<file path="config.mk">
export PLATFORM = sky130hd
export DESIGN_NAME = program_sequencer
export DESIGN_NICKNAME = d
export VERILOG_FILES = /design/src/rtl/program_sequencer_pkg.sv /design/src/rtl/program_sequencer_return_stack.sv /design/src/rtl/program_sequencer.sv
export SDC_FILE = /design/constraint.sdc
export NUM_CORES = 1
export LEC_CHECK = 0
export ABC_AREA = 1
export CAP_MARGIN = 40
export CORE_ASPECT_RATIO = 0.9
export CORE_UTILIZATION = 53
export CTS_CLUSTER_DIAMETER = 200
export DETAILED_ROUTE_END_ITERATION = 7
export PLACE_DENSITY = 0.75
export SETUP_SLACK_MARGIN = 0.4
export SYNTH_ARGS = -nofsm -noshare
export SYNTH_HDL_FRONTEND = slang
export SYNTH_HIERARCHICAL = 1
export SYNTH_SLANG_ARGS = --single-unit
</file>
<file path="constraint.sdc">
create_clock -name clk -period 2.7 [get_ports clk]
set_clock_uncertainty 0.1 [all_clocks]
set_input_delay 0.81 -clock clk [delete_from_list [all_inputs] [get_ports clk]]
set_output_delay 0.81 -clock clk [all_outputs]
set_load 0.02 [all_outputs]
</file>
<file path="src/rtl/program_sequencer_pkg.sv">
// Shared types for the program sequencer: step operation encoding.
package prog_seq_pkg;

  localparam int OP_W = 3;

  typedef enum logic [OP_W-1:0] {
    OP_NEXT   = 3'd0,
    OP_JMP    = 3'd1,
    OP_JMP_IF = 3'd2,
    OP_CALL   = 3'd3,
    OP_RET    = 3'd4,
    OP_HALT   = 3'd5
  } op_e;

endpackage

</file>
<file path="src/rtl/program_sequencer_return_stack.sv">
// LIFO of return addresses. Push is ignored when full, pop when empty;
// the caller decides what a refused request means.
module return_stack
  import prog_seq_pkg::*;
#(
  parameter  int DEPTH = 4,
  parameter  int W     = 4,
  localparam int LW    = $clog2(DEPTH + 1)
) (
  input  logic          clk,
  input  logic          rst,
  input  logic          push,
  input  logic          pop,
  input  logic [W-1:0]  wdata,
  output logic [W-1:0]  rdata,
  output logic          full,
  output logic          empty,
  output logic [LW-1:0] level
);

  localparam int IW = (DEPTH > 1) ? $clog2(DEPTH) : 1;

  logic [W-1:0]  mem [DEPTH];
  logic [LW-1:0] count;
  logic [IW-1:0] wr_idx;
  logic [IW-1:0] rd_idx;

  assign full   = (count == LW'(DEPTH));
  assign empty  = (count == {LW{1'b0}});
  assign level  = count;
  assign wr_idx = IW'(count);
  assign rd_idx = IW'(count - LW'(1));

  // Top-of-stack read; an empty stack presents zero rather than stale data.
  always_comb begin
    rdata = {W{1'b0}};
    if (!empty) begin
      rdata = mem[rd_idx];
    end else begin
      rdata = {W{1'b0}};
    end
  end

  // Occupancy counter; reset empties the stack without clearing storage.
  always_ff @(posedge clk or posedge rst) begin
    if (rst) begin
      count <= {LW{1'b0}};
    end else if (push && !full) begin
      count <= count + LW'(1);
    end else if (pop && !empty) begin
      count <= count - LW'(1);
    end else begin
      count <= count;
    end
  end

  // Entry storage.
  always_ff @(posedge clk) begin
    if (push && !full) begin
      mem[wr_idx] <= wdata;
    end
  end

endmodule

</file>
<file path="src/rtl/program_sequencer.sv">
// Program counter and step sequencer: phase counter, step decode, next-pc
// selection, halt and sticky stack-error handling.
module program_sequencer
  import prog_seq_pkg::*;
#(
  parameter  int ADDR_W      = 4,
  parameter  int PHASE_W     = 4,
  parameter  int STACK_DEPTH = 4,
  parameter  int NUM_FLAGS   = 2,
  localparam int CW          = (NUM_FLAGS > 1) ? $clog2(NUM_FLAGS) : 1,
  localparam int LW          = $clog2(STACK_DEPTH + 1)
) (
  input  logic                 clk,
  input  logic                 rst,
  input  logic                 run,
  input  logic                 resume,
  input  logic [OP_W-1:0]      op,
  input  logic [ADDR_W-1:0]    target,
  input  logic [CW-1:0]        cond_sel,
  input  logic [NUM_FLAGS-1:0] flags,
  output logic [ADDR_W-1:0]    pc,
  output logic [PHASE_W-1:0]   phase,
  output logic                 step,
  output logic                 cp,
  output logic                 halted,
  output logic [LW-1:0]        stack_level,
  output logic                 stack_err
);

  logic [ADDR_W-1:0] pc_inc;
  logic [ADDR_W-1:0] pc_next;
  logic [ADDR_W-1:0] st_top;
  logic              st_full;
  logic              st_empty;
  logic              push;
  logic              pop;
  logic              halt_set;
  logic              err_set;
  logic              flag_hit;

  assign step   = run && !halted && (phase == {PHASE_W{1'b1}});
  assign cp     = phase[PHASE_W-1];
  assign pc_inc = pc + ADDR_W'(1);

  // Selected condition flag; a cond_sel beyond the flag count never matches.
  always_comb begin
    flag_hit = 1'b0;
    for (int i = 0; i < NUM_FLAGS; i++) begin
      flag_hit = flag_hit | ((cond_sel == CW'(i)) & flags[i]);
    end
  end

  // Next-pc mux and stack/halt/error requests, active only on the step cycle.
  always_comb begin
    pc_next  = pc;
    push     = 1'b0;
    pop      = 1'b0;
    halt_set = 1'b0;
    err_set  = 1'b0;
    if (step) begin
      case (op)
        OP_JMP:    pc_next = target;
        OP_JMP_IF: pc_next = flag_hit ? target : pc_inc;
        OP_CALL: begin
          if (!st_full) begin
            push    = 1'b1;
            pc_next = target;
          end else begin
            pc_next = pc_inc;
            err_set = 1'b1;
          end
        end
        OP_RET: begin
          if (!st_empty) begin
            pop     = 1'b1;
            pc_next = st_top;
          end else begin
            pc_next = pc_inc;
            err_set = 1'b1;
          end
        end
        OP_HALT:   halt_set = 1'b1;
        default:   pc_next = pc_inc;
      endcase
    end else begin
      pc_next = pc;
    end
  end

  // Sequencer state: pc, phase, halt and sticky error.
  always_ff @(posedge clk or posedge rst) begin
    if (rst) begin
      pc        <= {ADDR_W{1'b0}};
      phase     <= {PHASE_W{1'b0}};
      halted    <= 1'b0;
      stack_err <= 1'b0;
    end else begin
      pc        <= pc_next;
      stack_err <= stack_err | err_set;
      if (halt_set) begin
        phase <= {PHASE_W{1'b0}};
      end else if (run && !halted) begin
        phase <= phase + PHASE_W'(1);
      end else begin
        phase <= phase;
      end
      if (halt_set) begin
        halted <= 1'b1;
      end else if (halted && resume) begin
        halted <= 1'b0;
      end else begin
        halted <= halted;
      end
    end
  end

  return_stack #(
    .DEPTH(STACK_DEPTH),
    .W    (ADDR_W)
  ) u_stack (
    .clk  (clk),
    .rst  (rst),
    .push (push),
    .pop  (pop),
    .wdata(pc_inc),
    .rdata(st_top),
    .full (st_full),
    .empty(st_empty),
    .level(stack_level)
  );

endmodule

</file>
# [Word level (Yosys, flattened, before mapping)]
# Memory sizes are Yosys's and may differ from the RTL's.
# Cells that the tools add are included.
# Widths: inputs -> output; s select.
[totals] reg_bits=13 ram_bits=16 out_inout_bits=15 n_memories=1
[mem_list] name="u_stack.mem" depth=4 width=4 read_ports=1 rd_ports_with_merged_regs=0 write_ports=1 line="program_sequencer_return_stack.sv:23" text="logic [W-1:0] mem [DEPTH];"
[op_classes] addsub=4 eq_ne=7 mux=24 bitwise_logic=6 reduce_logical=13
[ops] operator="$mux 4" n=5
[ops] operator="$pmux 4 s5" n=1
[ops] operator="$mux 1" n=15
[ops] operator="$eq 3x3->1 const B" n=3
[ops] operator="$add 4x1->4 const B" n=2
[ops] operator="$eq 3x2->1 const B" n=2
[ops] operator="$mux 3" n=2
[ops] operator="$reduce_bool 2->1" n=3
[ops] operator="$logic_and 1x1->1" n=5
[ops] operator="$eq 4x4->1 const B" n=1
[ops] operator="$add 3x1->3 const B" n=1
[ops] operator="$eq 3x1->1 const B" n=1
[ops] operator="$logic_not 1->1" n=3
[ops] operator="$logic_not 3->1" n=1
[ops] operator="$sub 3x1->3 const B" n=1
[ops] operator="$and 1x1->1" n=2
[ops] operator="$not 1->1" n=2
[ops] operator="$or 1x1->1" n=2
[ops] operator="$pmux 1 s2" n=1
[ops] operator="$reduce_and 2->1" n=1

# [Depth between registers and ports, before layout]
# Gate-level depths: netlist of run 1.
[depth] ltp_word=7 mapped_depth=14 depth_no_buf=13

# [Hierarchy]
# Netlist of run 1, hierarchy kept.
[by_module_without_submodules] module="return_stack" n_inst=1 cells_per_inst=102 area_each_um2=972.2 seq_area_each_um2=555.5
[by_module_without_submodules] module="program_sequencer" n_inst=1 cells_per_inst=133 area_each_um2=843.3 seq_area_each_um2=250.2

# [Least setup slack after synthesis of run 1]
# Ideal clock, no wire load.
[synth_path] path_kind="register to register" startpoint="register u_stack.count[0] (netlist: u_stack/level[0])" endpoint="memory u_stack.mem[3][0] (enable)" arrival_ns=1.897 required_time_ns=2.271 setup_slack_ns=0.374 path_stages_with_launch=9 cell_sequence="dfrtp_1 buf_6 inv_4 ha_1 nand2_2 inv_1 nor4_1 nand2_4 nor2_1"
[synth_via] elab_chain_len=7 elab_cells_between_ends=8 cone_classes="eq/ne: 1; mux: 5; reduce/logical: 2"
[synth_lines] item="from (decl)" line="program_sequencer_return_stack.sv:24" text="logic [LW-1:0] count;"
[synth_lines] item="from (signal assigned)" line="program_sequencer_return_stack.sv:47" text="count <= {LW{1'b0}};"
[synth_lines] item="from (signal assigned)" line="program_sequencer_return_stack.sv:49" text="count <= count + LW'(1);"
[synth_lines] item="from (signal assigned)" line="program_sequencer_return_stack.sv:51" text="count <= count - LW'(1);"
[synth_lines] item="$eq 3x3->1" line="program_sequencer_return_stack.sv:28" text="assign full = (count == LW'(DEPTH));"
[synth_lines] item="via st_full" line="program_sequencer.sv:33" text="logic st_full;"
[synth_lines] item="$mux 1" line="program_sequencer.sv:65" text="if (!st_full) begin"
[synth_lines] item="$mux 1" line="program_sequencer.sv:61" text="case (op)"
[synth_lines] item="$mux 1" line="program_sequencer.sv:60" text="if (step) begin"
[synth_lines] item="via push" line="program_sequencer.sv:35" text="logic push;"
[synth_lines] item="$logic_and 1x1->1" line="program_sequencer_return_stack.sv:59" text="if (push && !full) begin"
[synth_lines] item="$mux 1" line="program_sequencer_return_stack.sv:59"
[synth_lines] item="$mux 1 (not written as such)" line="program_sequencer_return_stack.sv:60" text="mem[wr_idx] <= wdata;"
[synth_lines] item="to (decl)" line="program_sequencer_return_stack.sv:23"
# The timed path passes the listed nets, and every way through them passes these cells.

# [Final worst setup path of run 1]
[layout_path] startpoint="register halted" endpoint="output port halted"
[layout_rtl] item="from (decl)" line="program_sequencer.sv:25" text="output logic halted,"
[layout_rtl] item="from (signal assigned)" line="program_sequencer.sv:112" text="halted <= halted;"
# No word-level cell between the ends.

==> results of run 1 <==
==> per-layer routing <==
layer,global-route usage [%],vias to the layer above,routed length [um]
met1,31.06,700,1814
met3,6.000,4,152
met4,7.792,0,38
met5,0,-,0
met2,35.56,40,1695
li1,-,812,-
==> state kept, by name, indices dropped and copies added, names as in the netlist <==
name and flops:
phase 4, stack_err 1, halted 1, pc 4, u_stack/mem 16, u_stack/level 3
==> stage by stage <==
| stage | hold WS (ns) | setup slack [ns] | cell area, um^2 | std cells |
|---|---|---|---|---|
| floorplan | 0.4636 | 0.4632 | 1822 | 235 |
| global placement | 0.3410 | -0.3892 | 2203 | 312 |
| detailed placement | 0.3473 | -0.4051 | 2203 | 312 |
| CTS | 0.3614 | 0.3338 | 2307 | 322 |
| global route | 0.3865 | 0.4101 | 2332 | 323 |
| finish | 0.3563 | 0.4606 | 2332 | 323 |
==> timing repair <==
action / 4_1_cts / 5_1_grt
setup buffers: 2 / 1
endpoints found under the hold margin: 0 / 0
gates resized for setup: 12 / 8
pin swaps: 1 / 1
endpoints found under the setup margin: 19 / 21
==> final cells by class <==
class | instances | area [um^2] | share of cell area [%]
flip-flops and latches | 29 | 807.0 | 34.60
well taps | 42 | 52.55 | 2.253
clock buffers | 8 | 90.09 | 3.863
inverters | 51 | 193.9 | 8.315
multi-input cells | 153 | 814.5 | 34.92
repair buffers | 40 | 374.1 | 16.04
==> final timing paths <==
path,from,to,slack (ns),depth (start not counted)
max,halted,halted,0.46,1
max reg2reg,u_stack/level[0],u_stack/mem[3][2],0.57,8
min,stack_err,stack_err,0.36,1
max in group asynchronous,rst,pc[3],1.41,2
min in group asynchronous,rst,u_stack/level[2],0.64,2
min reg2reg,stack_err,stack_err,0.36,1
==> where the power goes <==
part / total, uW / switching [uW] / internal, uW
clock: 366 / 158 / 207
combinational: 765 / 446 / 320
sequential: 709 / 119 / 590
total: 1840 / 723 / 1120
==> logic make-up after synthesis <==
family	after synthesis	share of synthesized area, %
flip-flops	29	44.38
AND/OR/NAND/NOR	129	32.12
buffers and inverters	53	11.72
XOR/XNOR	7	3.377
adder cells (fa/ha/maj)	8	5.514
AO/OA/AOI/OAI	9	2.895
==> placed cells by master (no fill, tap or decap), types with 2 or more instances in the layout <==
master / instances
nand3_1: 21
nand4_1: 2
nor2_2: 3
clkbuf_1: 2
nand2_1: 65
buf_4: 12
clkdlybuf4s50_1: 20
nand3_2: 2
inv_1: 46
xnor2_1: 3
xor2_1: 4
nor2_1: 27
nand2_2: 3
a21oi_1: 5
dlygate4sd2_1: 2
clkbuf_8: 6
edfxtp_1: 16
inv_2: 4
dlymetal6s2s_1: 4
ha_1: 8
dfrtp_1: 12
==> results_dict.tcl, run 1 <==
set metrics [dict create \
    drv_slew 0 \
    synth_top_area_cell "edfxtp_1" \
    die_w_um 63.70 \
    yosysMostFrequentCell "nand2_1" \
    start_util_pct 57.42 \
    cts_tree "done" \
    p_total_uw 1840 \
    period_minus_slack_ns 2.239 \
    ant_nets 0 \
    syn_area_per_cell_um2 7.725 \
    ios 29 \
    final_util_pct 73.76 \
    cts_root_buf "clkbuf_8" \
    die_y_um 57.53 \
    crit_family "buffers and inverters" \
    max_stage_delay_ns 0.64 \
    synth-seq-area-share_pct 44.38 \
    finalHoldViolations 0 \
    num_rows 19 \
    syn-cell-area_um2 1815 \
    critPathBufInv 1 \
    via_per_inst 4.817 \
    antenna_found_initial 0 \
    worst-endpoint-arrival_ns 1.33 \
    die_area_um2 3664 \
    rsz0062_at_grt "false" \
    path_max_fanout 3 \
    p_per_area_nw_per_um2 788.9 \
    yosysWarnings 6 \
    syn_nets 257 \
    path_cells "clkdlybuf4s50_1" \
    clk_latency_ns 0.28 \
    wl_per_cell_um 11.46 \
    port_buffers 28 \
    clk_path_buf_depth 2 \
    cts_buffers 5 \
    antennaDiodeCount 0 \
    drc_errors 0 \
    drtIter0Drc 67 \
    cts_hold_buf 0 \
    grt_overflow_total 0 \
    synth_edf_count 16 \
    synthCells 235 \
    critical_path_class "flip-flop to output pin" \
    grt_max_degree 14 \
    fin_tns_setup_ns 0 \
    detailed_place_hpwl_mm 2.845 \
    relSlewSlack_pct 69.59 \
    synthTopCellsByArea "edfxtp_1, dfrtp_1, nand2_1, inv_1, nand3_1" \
    first_pass_iters 4 \
    fin_crit_sh_pct 82.94 \
    h-tree-depth 2 \
    start_kind "flip-flop" \
    cts.sinks 29 \
    vias 1556 \
    clock.fmax_mhz 446.5 \
    setup_viol 0 \
    drive_above_1_share_pct 14.23 \
    ys_types 28 \
    synth_flop_cell "edfxtp_1" \
    synth_top_area_share_pct 26.46 \
    grtUsageTotal_pct 22.86 \
    fillers 251 \
    netlist_top_cells_count "nand2_1, inv_1, nor2_1" \
    required_ns 1.79 \
    grt_pass1_vias 1382 \
    ys_ff_latch 29 \
    synth-async-reset-ratio_pct 44.83 \
    worst_pin_slew_ns 0.4556 \
    worst_path_max_delay_cell "clkdlybuf4s50_1" \
    area_growth_pct 28.46 \
    routed_wl_mm 3.700 \
    grt_pass1_wl_mm 6.182 \
    final_nets 302 \
    ir_worst_vdd_v 0.0006212 \
    coreArea_um2 3162 \
    p_leak_uw 0.001206 \
    place_congestion 0.9212 \
    hp-class "flip-flop to flip-flop" \
    status "finished clean" \
    cp-end-kind "output pin" \
    path_clk_slew_ns 0.06 \
    drv_cap 0 \
]
Note: power is estimated with default switching activity, not from simulation.
==> run 2: changes to the inputs <==
--- a/config.mk
+++ b/config.mk
@@ -8,10 +8,10 @@
 export ABC_AREA = 1
 export CAP_MARGIN = 40
 export CORE_ASPECT_RATIO = 0.9
-export CORE_UTILIZATION = 53
+export CORE_UTILIZATION = 48
 export CTS_CLUSTER_DIAMETER = 200
 export DETAILED_ROUTE_END_ITERATION = 7
-export PLACE_DENSITY = 0.75
+export PLACE_DENSITY = 0.72
 export SETUP_SLACK_MARGIN = 0.4
 export SYNTH_ARGS = -nofsm -noshare
 export SYNTH_HDL_FRONTEND = slang
==> constraint.sdc (replaced) <==
create_clock -name clk -period 1.9 [get_ports clk]
set_clock_uncertainty 0.1 [all_clocks]
set_input_delay 0.57 -clock clk [delete_from_list [all_inputs] [get_ports clk]]
set_output_delay 0.57 -clock clk [all_outputs]
set_load 0.02 [all_outputs]
==> results_dict.tcl, run 2 (synthesis results as in run 1) <==
set metrics [dict create \
    status "finished, violations left" \
    violations "negative setup slack" \
    h-tree-depth 2 \
    final_util_pct 84.36 \
    grt_pass1_wl_mm 7.631 \
    clk_path_buf_depth 2 \
    critPathLaunch "u_stack/level[0]" \
    top_regs "u_stack/mem: 16 flops, pc: 4 flops, phase: 4 flops" \
    required_ns 1.98 \
    finalHoldViolations 0 \
    drv_slew 0 \
    start_util_pct 51.82 \
    ant_nets 0 \
    place_congestion 0.9347 \
    die_y_um 60.35 \
    holdWs_ns 0.4027 \
    die_area_um2 4033 \
    die_w_um 66.83 \
    hp-class "input port to asynchronous set/reset pin" \
    cts_root_buf "clkbuf_8" \
    p_total_uw 3663 \
    grtUsageTotal_pct 26.45 \
    timing.rr.start "u_stack/level[0]" \
    area_growth_pct 62.78 \
    fin_ws_ns -0.02171 \
    first_pass_iters 5 \
    grt_pass1_vias 1660 \
    grt_overflow_total 0 \
    layout_common_cells "nand2_1, inv_1, buf_4" \
    wl_per_cell_um 16.88 \
    drv_cap 0 \
    placed_cells 328 \
    antenna_found_initial 0 \
    cts_hold_buf 0 \
    fin_crit_sh_pct 101.1 \
    cp-end-kind "flip-flop" \
    cts_buffers 5 \
    clk_latency_ns 0.28 \
    rsz0062_at_grt "true" \
    relSlewSlack_pct 70.49 \
    fin_cells 361 \
    antennaDiodeCount 0 \
    path_clk_slew_ns 0.07 \
    cts_tree "done" \
    p_per_area_nw_per_um2 1239 \
    period_minus_slack_ns 1.922 \
    drtIter0Drc 211 \
    worst-endpoint-arrival_ns 2.00 \
    vias 1953 \
    via_per_inst 5.410 \
    final_nets 338 \
    routed_wl_mm 6.094 \
    setup_viol 1 \
    clock.fmax_mhz 520.4 \
    largest_register "u_stack/mem" \
    num_rows 20 \
    p_leak_uw 0.001444 \
    rr_worst_depth 13 \
    worst_pin_slew_ns 0.4421 \
    coreArea_um2 3503 \
    layout_commonest_cell "nand2_1" \
    drc_errors 0 \
    cts.sinks 29 \
    port_buffers 28 \
    largest_reg_flops 16 \
    ir_worst_vdd_v 0.0009731 \
    drive_above_1_share_pct 43.22 \
    path_max_fanout 7 \
    place_ws_ns -0.9035 \
    critical_path_class "flip-flop to flip-flop" \
    start_kind "flip-flop" \
    grt_max_degree 11 \
    ios 29 \
    detailed_place_hpwl_mm 3.108 \
]
==> run 2: per-stage QoR <==
stage          cell area [um^2]  setup TNS, ns
2_1_floorplan              1916        -0.7920
3_3_place_gp               2405         -15.12
3_5_place_dp               2405         -15.83
4_1_cts                    2776              0
5_1_grt                    2955        -0.1438
6_report                   2955       -0.02171
==> run 2: final timing paths <==
path / endpoint / slack (ns)
worst max-delay path: pc[1] / -0.02
worst min-delay path: u_stack/level[2] / 0.40
worst max register to register: pc[1] / -0.02
worst min register to register: stack_err / 0.43
max in group asynchronous: pc[1] / 0.84
min in group clk: stack_err / 0.43
==> run 2: metal layers <==
metal	up-vias	part of all wire [%]	global-route usage (%)
met5	-	0	0
met4	0	4.8	10.33
met3	32	7.3	5.263
met2	122	47	41.99
met1	916	41	35.98
li1	883	-	-
==> run 2: cell type report <==
class	instances	area (um^2)
clock buffer	7	86.33
clock inverter	1	30.03
fill	179	548.0
inverter	51	234.0
multi-input combinational	153	1035
sequential	29	810.8
tap	44	55.05
timing repair buffer	76	704.4
==> run 2: worst max-delay path, cell delays in order (launching register included) <==
cell and delay (ns):
dfrtp_2 0.42, inv_8 0.05, buf_12 0.12, ha_4 0.17
ha_4 0.21, buf_6 0.13, nand2_2 0.05, nand2_1 0.05
nand2_1 0.10, nand2_1 0.10, inv_1 0.08, nand4_1 0.09
nand2_1 0.09, nand2_1 0.06
==> run 2: where the power goes <==
group	switching [uW]	internal, uW	total (uW)
combinational	1070	962	2040
sequential	119	841	959
clock	240	427	667
total	1430	2230	3660
==> run 2: repair_timing <==
| item | CTS | global route |
|---|---|---|
| buffers inserted | 14 | 11 |
| gates resized for setup | 140 | 27 |
| setup endpoints to repair | 44 | 41 |
| pin swaps | 25 | 22 |
